**config.mk**
```make
export PLATFORM = sky130hd
export DESIGN_NAME = stream_accumulator
export DESIGN_NICKNAME = d
export VERILOG_FILES = /design/src/rtl/stream_accum_pkg.sv /design/src/rtl/accum_sample_counter.sv /design/src/rtl/adder_16bit.sv /design/src/rtl/stream_accumulator.sv
export SDC_FILE = /design/constraint.sdc
export NUM_CORES = 1
export LEC_CHECK = 0
export BUFFER_PORTS_ARGS = -buffer_cell sky130_fd_sc_hd__buf_2
export CORE_MARGIN = 2
export CORE_UTILIZATION = 53
export DETAILED_ROUTE_END_ITERATION = 10
export PLACE_DENSITY = 0.89
export SYNTH_ARGS = -nofsm -noshare
export SYNTH_HDL_FRONTEND = slang
export SYNTH_HIERARCHICAL = 1
export SYNTH_SLANG_ARGS = --single-unit
```
**constraint.sdc**
```tcl
create_clock -name clk -period 3.63 [get_ports clk]
set_input_delay 0.5445 -clock clk [delete_from_list [all_inputs] [get_ports clk]]
set_output_delay 0.5445 -clock clk [all_outputs]
set_load 0.1 [all_outputs]
```
**src/rtl/stream_accum_pkg.sv**
```systemverilog
// Shared constants and FSM state type for the stream accumulator.
package stream_accum_pkg;

  localparam int unsigned DATA_WIDTH = 16;

  typedef enum logic [1:0] {
    IDLE  = 2'b00,
    ACCUM = 2'b01,
    DONE  = 2'b10
  } state_t;

endpackage

```
**src/rtl/accum_sample_counter.sv**
```systemverilog
// Per-batch sample counter: clears, increments on accept, stops at NUM_SAMPLES.
// o_rollover_flag marks the accept that completes the batch.
module accum_sample_counter #(
  parameter int unsigned NUM_SAMPLES = 8
) (
  input  logic                               clk,
  input  logic                               n_rst,
  input  logic                               i_clear,
  input  logic                               i_inc,
  output logic [$clog2(NUM_SAMPLES+1)-1:0]   o_count,
  output logic                               o_rollover_flag
);

  localparam int unsigned CW = $clog2(NUM_SAMPLES + 1);
  localparam logic [CW-1:0] LAST = CW'(NUM_SAMPLES - 1);
  localparam logic [CW-1:0] TERM = CW'(NUM_SAMPLES);

  logic [CW-1:0] r_count;
  logic          w_at_term;

  assign w_at_term = (r_count == TERM);

  always_ff @(posedge clk or negedge n_rst) begin
    if (!n_rst) begin
      r_count <= '0;
    end else if (i_clear) begin
      r_count <= '0;
    end else if (i_inc && !w_at_term) begin
      r_count <= r_count + CW'(1);
    end
  end

  assign o_count         = r_count;
  assign o_rollover_flag = i_inc && (r_count == LAST);

endmodule

```
**src/rtl/adder_16bit.sv**
```systemverilog
// Combinational 16-bit unsigned adder; overflow is the carry-out.
module adder_16bit (
  input  logic [15:0] a,
  input  logic [15:0] b,
  input  logic        carry_in,
  output logic [15:0] sum,
  output logic        overflow
);

  assign {overflow, sum} = {1'b0, a} + {1'b0, b} + {16'd0, carry_in};

endmodule

```
**src/rtl/stream_accumulator.sv**
```systemverilog
// Batch accumulator: sums NUM_SAMPLES handshaked operands through adder_16bit.
// Optional build macro STREAM_ACCUM_SATURATE_EN clamps the sum to FFFF on carry.
module stream_accumulator
  import stream_accum_pkg::*;
#(
  parameter int unsigned NUM_SAMPLES = 8
) (
  input  logic                             clk,
  input  logic                             n_rst,
  input  logic                             start,
  input  logic                             clear,
  input  logic                             data_valid,
  input  logic [DATA_WIDTH-1:0]            data_in,
  output logic                             data_ready,
  output logic [DATA_WIDTH-1:0]            accum_out,
  output logic                             overflow_flag,
  output logic [$clog2(NUM_SAMPLES+1)-1:0] sample_count,
  output logic                             done
);

  localparam int unsigned CW = $clog2(NUM_SAMPLES + 1);

  state_t                r_state;
  logic [DATA_WIDTH-1:0] r_accum;
  logic                  r_overflow;
  logic                  r_done;

  logic [DATA_WIDTH-1:0] w_sum;
  logic                  w_carry;
  logic [DATA_WIDTH-1:0] w_next_accum;
  logic                  w_accept;
  logic                  w_batch_start;
  logic                  w_cnt_clear;
  logic                  w_rollover;
  logic [CW-1:0]         w_count;

  adder_16bit u_adder (
    .a        (r_accum),
    .b        (data_in),
    .carry_in (1'b0),
    .sum      (w_sum),
    .overflow (w_carry)
  );

  always_comb begin
    w_next_accum = w_sum;
`ifdef STREAM_ACCUM_SATURATE_EN
    if (w_carry) w_next_accum = '1;
`else
    w_next_accum = w_sum;
`endif
  end

  assign data_ready    = (r_state == ACCUM);
  assign w_accept      = data_valid & data_ready;
  // start only opens a new batch from IDLE or DONE; it is ignored mid-batch
  assign w_batch_start = start & (r_state != ACCUM);
  assign w_cnt_clear   = clear | w_batch_start;

  accum_sample_counter #(
    .NUM_SAMPLES (NUM_SAMPLES)
  ) u_counter (
    .clk             (clk),
    .n_rst           (n_rst),
    .i_clear         (w_cnt_clear),
    .i_inc           (w_accept),
    .o_count         (w_count),
    .o_rollover_flag (w_rollover)
  );

  always_ff @(posedge clk or negedge n_rst) begin
    if (!n_rst) begin
      r_state    <= IDLE;
      r_accum    <= '0;
      r_overflow <= 1'b0;
      r_done     <= 1'b0;
    end else if (clear) begin
      r_state    <= IDLE;
      r_accum    <= '0;
      r_overflow <= 1'b0;
      r_done     <= 1'b0;
    end else begin
      case (r_state)
        IDLE, DONE: begin
          if (start) begin
            r_state    <= ACCUM;
            r_accum    <= '0;
            r_overflow <= 1'b0;
            r_done     <= 1'b0;
          end
        end
        ACCUM: begin
          if (w_accept) begin
            r_accum    <= w_next_accum;
            r_overflow <= r_overflow | w_carry;
            if (w_rollover) begin
              r_state <= DONE;
              r_done  <= 1'b1;
            end
          end
        end
        default: begin
          r_state <= IDLE;
        end
      endcase
    end
  end

  assign accum_out     = r_accum;
  assign overflow_flag = r_overflow;
  assign sample_count  = w_count;
  assign done          = r_done;

endmodule

```
==> flow_summary.ini <==
[timing]
final_max_slew_viol_count = 0
rsz0062_at_grt = no
hold_viol = 0
worstMarginPinSlew_ns = 0.6957
relSlewSlack = 0.5347
holdWs_ns = 0.1703
fin_worst_skew_ns = 0.01263
period_minus_slack_ns = 2.788
setup_violations = 0
clock.fmax_mhz = 358.6
fin_setup_tns_ns = 0
fin_crit_sh = 0.7682

[cells_and_area]
num_antenna_cells = 0
design_area_sq_mm = 0.002037
drive_gt1_frac = 0.2897
fillCellCount = 268
layout-area-overhead-vs-synth_pct = 15.46
fin_nets = 255
multi_input_area_sq_mm = 0.001104
final-seq-area_sq_um = 600.6
final_cell_count_no_fill = 258

[cts]
cts_setup_buffers = 0
path_clk_slew_ns = 0.14
cts_tree = built
h-tree-depth = 1
clockBufferDepth = 2
cts_root_buf = clkbuf_4
cts-buffers-inserted = 3
insertion_delay_ns = 0.33
clock-sinks = 24
cts_hold_buffers = 0
cts_resized = 0

[placed_design]
placed_cells = 254
place_congestion = 0.7892
io_buffers = 43
placed_area_sq_mm = 0.002001
dp_hpwl_mm = 2.754

[route]
firstDrtPassIters = 4
post_drt_wl_per_cell_um = 14.30
wl_mm = 3.690
vias = 1462
drtIter0Drc = 71
drc = 0
viasPerCell = 5.667
drtAntennaViolNets = 0

[power]
combPwrFrac = 0.330
p_switching_uw = 238.7
max-vdd-ir-drop_mv = 0.2104
p_leak_nw = 1.060
switching_share = 0.3711
p_int_uw = 404.5
pwr-share-seq = 0.441
power_density_mw_per_mm2 = 315.7
pwr-share-clk = 0.228

[logic_synthesis]
synth_warnings = 6
ys_top_cells_by_area = dfrtp_1 34%, ha_1 12%, a22o_1 7.9%, xnor2_1 4.5%, a21oi_1 3.4%
synth_cell_types = 47
synth_area_leader_cell = dfrtp_1
syn_inst = 170
ys_seq_elements = 24
synthTopCellsByCount = 24 x dfrtp_1, 17 x ha_1, 16 x a22o_1
avgSynthCellArea_sq_um = 10.38
synth_top_area_share = 0.3404
synthesis.area_sq_mm = 0.001764
synth.most_common_cell = dfrtp_1
seq_area_frac_synth = 0.3404
syn-num-nets = 210
synth_edf_count = 0
synth-main-ff-cell = dfrtp_1
ys_async_sr_fraction = 1.000

[die]
design.portCount = 44
die_y_um = 61.70
rows = 20
core_area_sq_mm = 0.003103
die_width_um = 61.70
start_util = 0.5685
dieArea_sq_mm = 0.003806

[global_route]
busiest_layer = met2
grt_max_degree = 25
overflow = 0
grt.total_usage = 0.2144
grt_pass1_vias = 1314
gr-usage-met2 = 0.3383
grt_pass1_wl_mm = 5.954
grt_use_met3 = 0.04969
use_met1 = 0.2966
antenna_found_initial = 0

[critical_path]
crit_type = flop to flop
path_buf_inv = 0
endpoint_kind = flop
crit_chain = fa_1, fa_1, a21oi_2, o21ai_2, a21oi_2, o221ai_2, a221o_1, a21o_1, a21oi_1, nor3_1
critPathMaxStageDelay_ns = 0.47
cp_data_required_time_ns = 3.85
critPathArrivalTime_ns = 3.00
cp_top_family = compound AO/OA/AOI/OAI gates
startpoint_type = flop
cp_max_fo = 3
cp_slowest_cell = fa_1

[flow_run]
maxCapViolations = 0

[status]
outcome = complete, no violations

[hold_path]
min_path_type = primary input to asynchronous set/reset pin
## area by class of cell
class,count,share of cell area
clock buffer,4,0.01781
sequential,24,0.2948
multi-input combinational,136,0.5418
inverter,7,0.01290
timing repair buffer,43,0.1057
tap,44,0.02703
## cells by family (layout without fill, tap and decap cells)
logic type	Yosys count	in the layout	synth area share
other cells	1	1	0.002126
mux	2	2	0.01418
simple gates	38	38	0.1241
compound gates	61	61	0.2674
buf+inv	10	54	0.03404
flops	24	24	0.3404
xor+xnor	15	15	0.07447
fa+ha+maj	19	19	0.1433
## power groups by stage
stage | sequential, mW | combinational (mW) | clock [mW]
final | 0.284 | 0.212 | 0.147
after global routing | 0.285 | 0.230 | 0.164
after CTS | 0.284 | 0.213 | 0.152
after detailed placement | 0.289 | 0.212 | 0
after global placement | 0.289 | 0.208 | 0
after floorplan | 0.345 | 0.110 | 0
## cell usage in the layout (no fill, tap or decap), drive strengths merged, types with 2 or more instances in the layout
master  instances
nor2b           4
inv             7
xnor2           9
xor2            6
fa              2
a21oi          15
nand2           8
nor2            9
o31ai           2
a31oi           2
a22o           16
a21o            5
o21bai          4
o21a            3
ha             17
nor3            3
clkbuf          4
nand2b          4
dfrtp          24
o21ai           7
buf            43
nand3           3
## sequential cells by signal (all words and copies together), names as in the netlist
name,cells
accum_out,16
done,1
u_counter/o_count,4
r_state,2
overflow_flag,1
## final timing paths
kind                       cells past startpoint          from             to  slack, ns
min reg2reg                                    1  accum_out[9]   accum_out[9]       0.55
max                                           10  accum_out[0]  overflow_flag       0.84
max reg2reg                                   10  accum_out[0]  overflow_flag       0.84
max in group asynchronous                      1         n_rst   accum_out[6]       3.08
min                                            1         n_rst   accum_out[8]       0.17
min in group clk                               2         clear     r_state[0]       0.50
## metal layers
metal | share of wire | up-vias
met5 | 0 | -
met4 | 0.0054 | 0
met3 | 0.046 | 2
met2 | 0.48 | 36
met1 | 0.47 | 707
li1 | - | 717
## per-stage QoR
stage	utilization	setup slack, ns	total power [mW]
2_1_floorplan	-	0.5204	0.4547
3_3_place_gp	0.6448	0.7244	0.4964
3_5_place_dp	0.6448	0.6359	0.5009
4_1_cts	0.6565	0.8486	0.6489
5_1_grt	0.6565	0.6503	0.6796
6_report	0.6565	0.8416	0.6431
(Power assumes the default switching activity.)
